### src/rtl/comp_pkg.sv
// ============================================================================
//  Module      : comp_pkg
//  Description : Shared relation type and one-hot decode for the comparator.
//  Revision    : 1.0  initial release
// ============================================================================
`default_nettype none

package comp_pkg;

    typedef enum logic [1:0] {
        REL_NONE = 2'd0,
        REL_LT   = 2'd1,
        REL_EQ   = 2'd2,
        REL_GT   = 2'd3
    } rel_t;

    // Returns {gt, eq, lt}; NONE decodes to all zeros.
    function automatic logic [2:0] rel_decode(input rel_t rel);
        logic [2:0] flags;
        case (rel)
            REL_GT:  flags = 3'b100;
            REL_EQ:  flags = 3'b010;
            REL_LT:  flags = 3'b001;
            default: flags = 3'b000;
        endcase
        return flags;
    endfunction

endpackage

`default_nettype wire

### src/rtl/comp_core.sv
// ============================================================================
//  Module      : comp_core
//  Description : Combinational WIDTH-bit magnitude compare, signed or unsigned.
//  Revision    : 1.0  initial release
// ============================================================================
`default_nettype none

module comp_core
    import comp_pkg::*;
#(
    parameter int WIDTH  = 8,
    parameter bit SIGNED = 1'b0
) (
    input  logic [WIDTH-1:0] a,
    input  logic [WIDTH-1:0] b,
    output rel_t             rel
);

    generate
        if (SIGNED) begin : g_signed
            always_comb begin
                if ($signed(a) < $signed(b)) begin
                    rel = REL_LT;
                end else if (a == b) begin
                    rel = REL_EQ;
                end else begin
                    rel = REL_GT;
                end
            end
        end else begin : g_unsigned
            always_comb begin
                if (a < b) begin
                    rel = REL_LT;
                end else if (a == b) begin
                    rel = REL_EQ;
                end else begin
                    rel = REL_GT;
                end
            end
        end
    endgenerate

endmodule

`default_nettype wire

### src/rtl/comp_debounce.sv
// ============================================================================
//  Module      : comp_debounce
//  Description : Registered comparator whose reported relation only changes
//                after DEBOUNCE consecutive agreeing valid samples.
//  Revision    : 1.0  initial release
// ============================================================================
`default_nettype none

module comp_debounce
    import comp_pkg::*;
#(
    parameter int WIDTH    = 8,
    parameter bit SIGNED   = 1'b0,
    parameter int DEBOUNCE = 3
) (
    input  logic             clk,
    input  logic             rst_n,
    input  logic             in_valid,
    input  logic [WIDTH-1:0] a,
    input  logic [WIDTH-1:0] b,
    input  logic             clear,
    output logic             known,
    output logic             a_gt_b,
    output logic             a_eq_b,
    output logic             a_ls_b,
    output logic             changed
);

    localparam int CNT_W = $clog2(DEBOUNCE + 1);

    localparam logic [0:0] ST_UNKNOWN = 1'b0;
    localparam logic [0:0] ST_STABLE  = 1'b1;

    rel_t             w_rel;

    logic             r_raw_vld;
    rel_t             r_raw_rel;

    logic [0:0]       r_state;
    rel_t             r_rep_rel;
    rel_t             r_cand_rel;
    logic [CNT_W-1:0] r_cnt;

    logic [0:0]       w_state_nxt;
    rel_t             w_rep_nxt;
    rel_t             w_cand_nxt;
    logic [CNT_W-1:0] w_cnt_nxt;
    logic [CNT_W-1:0] w_cnt_post;
    logic             w_changed_nxt;

    logic             w_known_nxt;
    logic [2:0]       w_flags_nxt;

    logic             r_known;
    logic             r_gt;
    logic             r_eq;
    logic             r_ls;
    logic             r_changed;

    comp_core #(
        .WIDTH  (WIDTH),
        .SIGNED (SIGNED)
    ) u_core (
        .a   (a),
        .b   (b),
        .rel (w_rel)
    );

    // Stage 1: raw relation capture; clear discards the sample of the same cycle.
    always_ff @(posedge clk or negedge rst_n) begin
        if (!rst_n) begin
            r_raw_vld <= 1'b0;
            r_raw_rel <= REL_NONE;
        end else begin
            r_raw_vld <= in_valid & ~clear;
            if (in_valid && !clear) begin
                r_raw_rel <= w_rel;
            end
        end
    end

    // Stage 2 state register, including the registered outputs.
    always_ff @(posedge clk or negedge rst_n) begin
        if (!rst_n) begin
            r_state    <= ST_UNKNOWN;
            r_rep_rel  <= REL_NONE;
            r_cand_rel <= REL_NONE;
            r_cnt      <= '0;
            r_known    <= 1'b0;
            r_gt       <= 1'b0;
            r_eq       <= 1'b0;
            r_ls       <= 1'b0;
            r_changed  <= 1'b0;
        end else begin
            r_state    <= w_state_nxt;
            r_rep_rel  <= w_rep_nxt;
            r_cand_rel <= w_cand_nxt;
            r_cnt      <= w_cnt_nxt;
            r_known    <= w_known_nxt;
            r_gt       <= w_flags_nxt[2];
            r_eq       <= w_flags_nxt[1];
            r_ls       <= w_flags_nxt[0];
            r_changed  <= w_changed_nxt;
        end
    end

    // Next-state: run counting toward DEBOUNCE; invalid cycles leave the run intact.
    always_comb begin
        w_state_nxt   = r_state;
        w_rep_nxt     = r_rep_rel;
        w_cand_nxt    = r_cand_rel;
        w_cnt_nxt     = r_cnt;
        w_changed_nxt = 1'b0;
        w_cnt_post    = (r_raw_rel == r_cand_rel) ? (r_cnt + CNT_W'(1)) : CNT_W'(1);

        if (clear) begin
            w_state_nxt = ST_UNKNOWN;
            w_rep_nxt   = REL_NONE;
            w_cand_nxt  = REL_NONE;
            w_cnt_nxt   = '0;
        end else if (r_raw_vld) begin
            if (r_raw_rel == r_rep_rel) begin
                w_cand_nxt = REL_NONE;
                w_cnt_nxt  = '0;
            end else if (w_cnt_post == CNT_W'(DEBOUNCE)) begin
                w_state_nxt   = ST_STABLE;
                w_rep_nxt     = r_raw_rel;
                w_cand_nxt    = REL_NONE;
                w_cnt_nxt     = '0;
                w_changed_nxt = 1'b1;
            end else begin
                w_cand_nxt = r_raw_rel;
                w_cnt_nxt  = w_cnt_post;
            end
        end
    end

    // Output decode of the next state, registered alongside it.
    always_comb begin
        w_known_nxt = (w_state_nxt == ST_STABLE);
        w_flags_nxt = rel_decode(w_rep_nxt);
    end

    assign known   = r_known;
    assign a_gt_b  = r_gt;
    assign a_eq_b  = r_eq;
    assign a_ls_b  = r_ls;
    assign changed = r_changed;

endmodule

`default_nettype wire
### config.mk
export PLATFORM = sky130hd
export DESIGN_NAME = comp_debounce
export DESIGN_NICKNAME = d
export VERILOG_FILES = /design/src/rtl/comp_pkg.sv /design/src/rtl/comp_core.sv /design/src/rtl/comp_debounce.sv
export SDC_FILE = /design/constraint.sdc
export NUM_CORES = 1
export LEC_CHECK = 0
export CAP_MARGIN = 5
export CORE_UTILIZATION = 46
export DETAILED_ROUTE_END_ITERATION = 6
export PLACE_DENSITY = 0.83
export SETUP_SLACK_MARGIN = 0.1
export SLEW_MARGIN = 10
export SYNTH_ARGS = -nofsm -noshare
export SYNTH_HDL_FRONTEND = slang
export SYNTH_HIERARCHICAL = 1
export SYNTH_SLANG_ARGS = --single-unit
### constraint.sdc
create_clock -name clk -period 1.95 [get_ports clk]
set_input_delay 0.39 -clock clk [delete_from_list [all_inputs] [get_ports clk]]
set_output_delay 0.39 -clock clk [all_outputs]
set_load 0.1 [all_outputs]
==> results of run 1 <==
-- cells in the final DEF, fill, tap and decap left out, drive strengths merged, types with 2 or more instances in the layout --
master          n
dfrtp          14
xor2            2
inv            12
clkbuf          4
ha              8
nand2b          2
o21ai           5
o31ai           4
xnor2           2
a21oi           4
buf             5
nor2            7
nand2          11
mux2i           4
and3            2
or2b            2
nor2b           2
clkdlybuf4s50  19
-- routing by layer --
metal  global-route usage  part of all wire  vias to the layer above
li1                     -                 -                      366
met1                0.218              0.43                      335
met2                0.304              0.52                       25
met3               0.0278             0.047                        2
met4               0.0941            0.0092                        0
met5                    0                 0                        -
-- cell families after synthesis --
logic type	Yosys count	synth area share
compound gates	16	0.122
xor+xnor	4	0.0396
fa+ha+maj	8	0.113
buf+inv	14	0.0679
flops	14	0.396
mux	5	0.0622
simple gates	33	0.199
-- worst min-delay path by stage --
stage,startpoint,to,cells past startpoint
5_1_grt,rst_n,a_ls_b$_DFF_PN0_,1
4_1_cts,rst_n,a_ls_b$_DFF_PN0_,1
6_report,rst_n,a_ls_b$_DFF_PN0_,1
2_1_floorplan,rst_n,a_eq_b$_DFF_PN0_,0
3_3_place_gp,r_cand_rel[1]$_DFFE_PN0P_,r_cand_rel[1]$_DFFE_PN0P_,2
3_5_place_dp,r_cand_rel[1]$_DFFE_PN0P_,r_cand_rel[1]$_DFFE_PN0P_,2
-- per-stage QoR --
step                 util  instances  hold WS (ns)  cell area, um^2  setup slack, ns
CTS                 0.660        145         0.493             1160            0.341
global route        0.660        145         0.525             1160            0.254
detailed placement  0.640        141         0.493             1130            0.109
global placement    0.640        141         0.484             1130            0.139
floorplan               -         94        0.0944              885            0.549
finish              0.660        145         0.474             1160            0.330
-- area by class of cell --
type,count,area (um^2)
fillers,167,599
multi-input cells,66,474
flip-flops and latches,14,350
repair buffers,24,228
inverters,12,45.0
clock buffers,4,36.3
well taps,25,31.3
-- registers in the layout, indices dropped and copies added, names as in the netlist --
name / count
a_eq_b: 1
r_cand_rel: 2
a_ls_b: 1
r_cnt: 2
r_raw_vld: 1
r_raw_rel: 2
a_gt_b: 1
r_rep_rel: 2
known: 1
changed: 1
-- where the power goes --
group	switching, W	leakage, nW	internal [W]
clock network	0.0000988	0.0210	0.000114
logic	0.0000630	0.351	0.0000743
registers	0.0000137	0.189	0.000301
-- cells in the mapped netlist (all sizes together) (2+ instances only) --
cell | instances | area, um^2
o21ai | 5 | 28.8
nor2b | 2 | 12.5
nor2 | 7 | 26.3
mux2i | 4 | 40.0
ha | 8 | 100
nand2 | 11 | 41.3
o31ai | 4 | 30.0
nand2b | 2 | 12.5
a21oi | 4 | 27.5
inv | 12 | 45.0
or2b | 2 | 15.0
xor2 | 2 | 17.5
dfrtp | 14 | 350
and3 | 2 | 13.8
xnor2 | 2 | 17.5
==> summary.txt, run 1 <==
STA
  – Setup TNS: 0 ns
  – Tcrit/Tclk final: 0.831
  – Fmax: 617 MHz
  – Slew @ Worst Pin: 0.591 ns
  – Tmin final: 1.62 ns
  – Max Slew Vio Count: 0
  – Layout Skew: 0.00209 ns
  – Slew HR: 0.605
  – RSZ-0062 raised after global routing: false
  – Hold Vio Cnt, Final: 0
  – Setup-failing EPs final: 0

Clock tree
  – CTS H-tree depth: 1
  – Reg clk slew, reported paths: 0.09 ns
  – Clk Tree Root Cell: clkbuf_4
  – Hold buffer count at cts: 0
  – TritonCTS clock tree: built
  – Clock net sink count: 14
  – Total CTS buffers: 3
  – Bufs on Longest Clock Path: 2
  – Post-CTS Resized: 0
  – Post-CTS setup buffer count: 0
  – Skew-Pair Late Insertion Delay: 0.28 ns

Logic synthesis
  – Mapped Avg Cell Area: 9.41 um^2
  – Most common flop cell mapped by yosys: dfrtp_1
  – Cell area after synthesis: 885 um^2
  – Sequential area share after synthesis: 0.396
  – Synthesized flop and latch total: 14
  – Synthesized Nets: 122
  – Yosys Warn Count: 6
  – Number of synthesized flops with an enable pin: 0
  – Synth cell types: 32
  – Post-synthesis cell count: 94
  – Async SR Flop Fraction: 1.00

Final layout
  – Area growth, synth to finish: 31.7%
  – Diode count: 0
  – Share of post-route cells with drive strength above 1: 0.142
  – Final net count: 149

Power and ir drop
  – Power Dens Cells: 571 mW/mm^2
  – Max VDD drop: 0.268 mV
  – Total power: ~0.00066 W
  – Leak: 0.561 nW

Die
  – DIE WIDTH: roughly 46 um
  – Core Rows: 15
  – Initial Util: 0.501
  – Die area: 0.00210 mm^2
  – Core Area: 0.00176 mm^2
  – I/O pin count: 25
  – Die height: 45.9 um

Worst setup path
  – Reg-to-reg endpoint: a_ls_b$_DFF_PN0_
  – Worst Path Arrival: between 1.5 and 2 ns
  – CP Class: flop to flop
  – CP Capture Type: flop
  – CP top delay family: flip-flops
  – Worst r2r src: r_raw_rel[1]$_DFFE_PN0P_
  – Worst EP required: 2.13 ns
  – CP max stage delay: 0.44 ns
  – CP max stage cell: dfrtp_1
  – Beginning of the critical path: r_raw_rel[1]$_DFFE_PN0P_
  – Critical-path cell list: xnor2_1 > and3_1 > mux2_4
  – CP Launch Type: flop
  – Worst R2R Setup Slack: 0.33 ns
  – Crit path max fanout: 5
  – CP endpoint: a_ls_b$_DFF_PN0_
  – Worst Reg-to-Reg Cells: 3
  – Critical path depth: 3
  – Critical path buffers and inverters: 0

Worst hold path
  – Worst min path class: primary input to async pin

GRT
  – Largest net degree at the start of global routing: 15
  – GRT overflow: 0
  – Overall Global Routing Usage: 0.180
  – Vias in the first global route: 710
  – Initial antenna violation count: 0
  – First-pass GRT wire length: 2.73 mm

Place
  – Hpwl dp: approximately 1.2 mm
  – Gp weighted congestion: 0.786
  – I/O Buffers: 24

Detailed routing
  – Drt first pass iters: 4
  – DRT antenna net count: 0
  – Via density: 5.02
  – Via count: 728
  – DR WL/cell: 10.5 um
  – DRC: 0
  – First DRT Iteration DRCs: 8
  – Detailed Route WL: 1.53 mm

Job
  – Max Cap Viol: 0

Status
  – Outcome: finished, final reports clean
No activity file was read; power rests on OpenSTA's default activity.
==> inputs of run 2 (changes only) <==
--- a/config.mk
+++ b/config.mk
@@ -6,9 +6,9 @@
 export NUM_CORES = 1
 export LEC_CHECK = 0
 export CAP_MARGIN = 5
-export CORE_UTILIZATION = 46
+export CORE_UTILIZATION = 42
 export DETAILED_ROUTE_END_ITERATION = 6
-export PLACE_DENSITY = 0.83
+export PLACE_DENSITY = 0.8
 export SETUP_SLACK_MARGIN = 0.1
 export SLEW_MARGIN = 10
 export SYNTH_ARGS = -nofsm -noshare
==> constraint.sdc (replaced) <==
create_clock -name clk -period 1.4 [get_ports clk]
set_input_delay 0.28 -clock clk [delete_from_list [all_inputs] [get_ports clk]]
set_output_delay 0.28 -clock clk [all_outputs]
set_load 0.1 [all_outputs]
==> summary.txt, run 2 (same netlist as run 1, synthesis figures left out) <==
Clock tree
  – Bufs on Longest Clock Path: 2 (unchanged)
  – Skew-Pair Late Insertion Delay: 0.29 ns (was 0.28 ns)
  – Total CTS buffers: 3 (unchanged)
  – CTS H-tree depth: 1 (unchanged)
  – Hold buffer count at cts: 0 (unchanged)
  – TritonCTS clock tree: built (unchanged)
  – Clock net sink count: 14 (unchanged)
  – Reg clk slew, reported paths: 0.08 ns (was 0.09 ns)
  – Clk Tree Root Cell: clkbuf_4 (unchanged)

GRT
  – First-pass GRT wire length: 2.91 mm (was 2.73 mm)
  – Overall Global Routing Usage: 0.182 (was 0.180)
  – Initial antenna violation count: 0 (unchanged)
  – Vias in the first global route: 742 (was 710)
  – GRT overflow: 0 (unchanged)
  – Largest net degree at the start of global routing: 15 (unchanged)

STA
  – Final setup margin: 0.0971 ns (was 0.330 ns)
  – Layout Skew: 0.00499 ns (was 0.00209 ns)
  – Tmin final: 1.30 ns (was 1.62 ns)
  – Slew @ Worst Pin: 0.318 ns (was 0.591 ns)
  – Slew HR: 0.788 (was 0.605)
  – Max Slew Vio Count: 0 (unchanged)
  – Hold Vio Cnt, Final: 0 (unchanged)
  – Fmax: 768 MHz (was 617 MHz)
  – Setup TNS: 0 ns (unchanged)
  – Tcrit/Tclk final: 0.931 (was 0.831)
  – RSZ-0062 raised after global routing: true (was false)
  – Setup-failing EPs final: 0 (unchanged)

Detailed routing
  – First DRT Iteration DRCs: 9 (was 8)
  – DRT antenna net count: 0 (unchanged)
  – Detailed Route WL: 2.05 mm (was 1.53 mm)
  – DR WL/cell: 13.1 um (was 10.5 um)
  – DRC: 0 (unchanged)
  – Drt first pass iters: 4 (unchanged)
  – Via density: 5.16 (was 5.02)
  – Via count: 810 (was 728)

Worst setup path
  – CP Launch Type: flop (unchanged)
  – Worst EP required: 1.58 ns (was 2.13 ns)
  – Worst Path Arrival: 1.48 ns (was 1.80 ns)
  – CP max stage delay: 0.45 ns (was 0.44 ns)
  – CP max stage cell: dfrtp_1 (unchanged)
  – CP Capture Type: flop (unchanged)
  – Critical-path cell list: xnor2_4 > and3_4 > mux2_4 (was xnor2_1 > and3_1 > mux2_4)
  – Worst r2r src: r_cand_rel[1]$_DFFE_PN0P_ (was r_raw_rel[1]$_DFFE_PN0P_)
  – CP Class: flop to flop (unchanged)
  – Critical path buffers and inverters: 0 (unchanged)
  – Crit path max fanout: 5 (unchanged)
  – CP top delay family: flip-flops (unchanged)
  – Beginning of the critical path: r_cand_rel[1]$_DFFE_PN0P_ (was r_raw_rel[1]$_DFFE_PN0P_)

Final layout
  – Diode count: 0 (unchanged)
  – Multi-input gate area: 658 um^2 (was 474 um^2)
  – Most frequent cells in the layout: 12 x dfrtp_1, 9 x dlygate4sd2_1, 8 x nand2_1, 8 x buf_4 (was 19 x clkdlybuf4s50_1, 14 x dfrtp_1, 12 x inv_1)
  – Commonest non-fill, non-tap cell in the layout: dfrtp_1 (was clkdlybuf4s50_1)
  – Filler instances: 148 (was 167)
  – Seq. cell area: 353 um^2 (was 350 um^2)
  – Cell Count, Final, Fillers Out: 157 (was 145)
  – Final net count: 159 (was 149)
  – Final core occ: 0.767 (was 0.660)
  – Area growth, synth to finish: 70.2% (was 31.7%)
  – Share of post-route cells with drive strength above 1: 0.438 (was 0.142)

Place
  – Hpwl dp: 1.43 mm (was 1.22 mm)
  – Gp weighted congestion: 0.788 (was 0.786)
  – Setup WS pre-CTS: -0.341 ns (was 0.109 ns)
  – I/O Buffers: 24 (unchanged)
  – Placed insts: 147 (was 141)

Die
  – Die height: 47.9 um (was 45.9 um)
  – DIE WIDTH: 47.9 um (was 45.9 um)
  – Core Area: 0.00196 mm^2 (was 0.00176 mm^2)
  – Core Rows: 16 (was 15)
  – Initial Util: 0.451 (was 0.501)
  – I/O pin count: 25 (unchanged)
  – Die area: 0.00229 mm^2 (was 0.00210 mm^2)

Power and ir drop
  – Leak: 0.719 nW (was 0.561 nW)
  – Power Dens Cells: 709 mW/mm^2 (was 571 mW/mm^2)
  – Total power: 0.00107 W (was 0.000665 W)
  – Max VDD drop: 0.425 mV (was 0.268 mV)

Worst hold path
  – Worst min path class: primary input to async pin (unchanged)

Status
  – Outcome: finished, final reports clean (unchanged)

Job
  – Max Cap Viol: 0 (unchanged)
[run 2: cell types whose count changed in the layout (fill, tap and decap cells not counted), moves of 3 or more]
cell	before	now
buf_12	0	5
buf_4	5	8
clkdlybuf4s50_1	19	3
dlygate4sd2_1	0	9
dlymetal6s2s_1	0	7
ha_1	8	2
ha_4	0	6
inv_1	12	5
inv_2	0	7
nand2_1	11	8
[run 2: routing by layer]
layer	track usage	part of all wire
met5	0	0
met4	0.0500	0.013
met3	0.0264	0.056
met2	0.384	0.58
met1	0.177	0.35
[run 2: final timing paths]
| path | slack (ns) | end | cells past startpoint |
|---|---|---|---|
| worst max-delay path | 0.1 | a_ls_b$_DFF_PN0_ | 3 |
| worst min-delay path | 0.29 | a_eq_b$_DFF_PN0_ | 2 |
| worst max register to register | 0.1 | a_ls_b$_DFF_PN0_ | 3 |
| worst min register to register | 0.55 | r_cnt[1]$_DFFE_PN0P_ | 1 |
| max in group asynchronous | 0.93 | r_raw_rel[0]$_DFFE_PN0P_ | 2 |
| min in group clk | 0.52 | known$_DFFE_PN0P_ | 2 |
[run 2: timing repair]
action,CTS,global route
setup buffers,3,3
pin swaps,16,9
gates resized for setup,35,20
setup endpoints to repair,12,9
[run 2: report_power, final]
part           internal, W  switching [W]  total, W
Clock             0.000159       0.000134  0.000293
Combinational     0.000179       0.000146  0.000325
Sequential        0.000421      0.0000273  0.000449
Total             0.000759       0.000307   0.00107
[run 2: final cells by class]
cell class,count,share of cell area
sequential,14,0.234
timing repair buffer,34,0.252
multi-input combinational,66,0.437
clock buffer,4,0.0241
inverter,12,0.0299
tap,27,0.0224
[run 2: metrics by stage]
step                      area, um^2  hold WS, ns
final                           1510        0.291
after global routing            1510        0.293
after CTS                       1420        0.307
after detailed placement        1240        0.523
after global placement          1240        0.517
after floorplan                  900      -0.0156
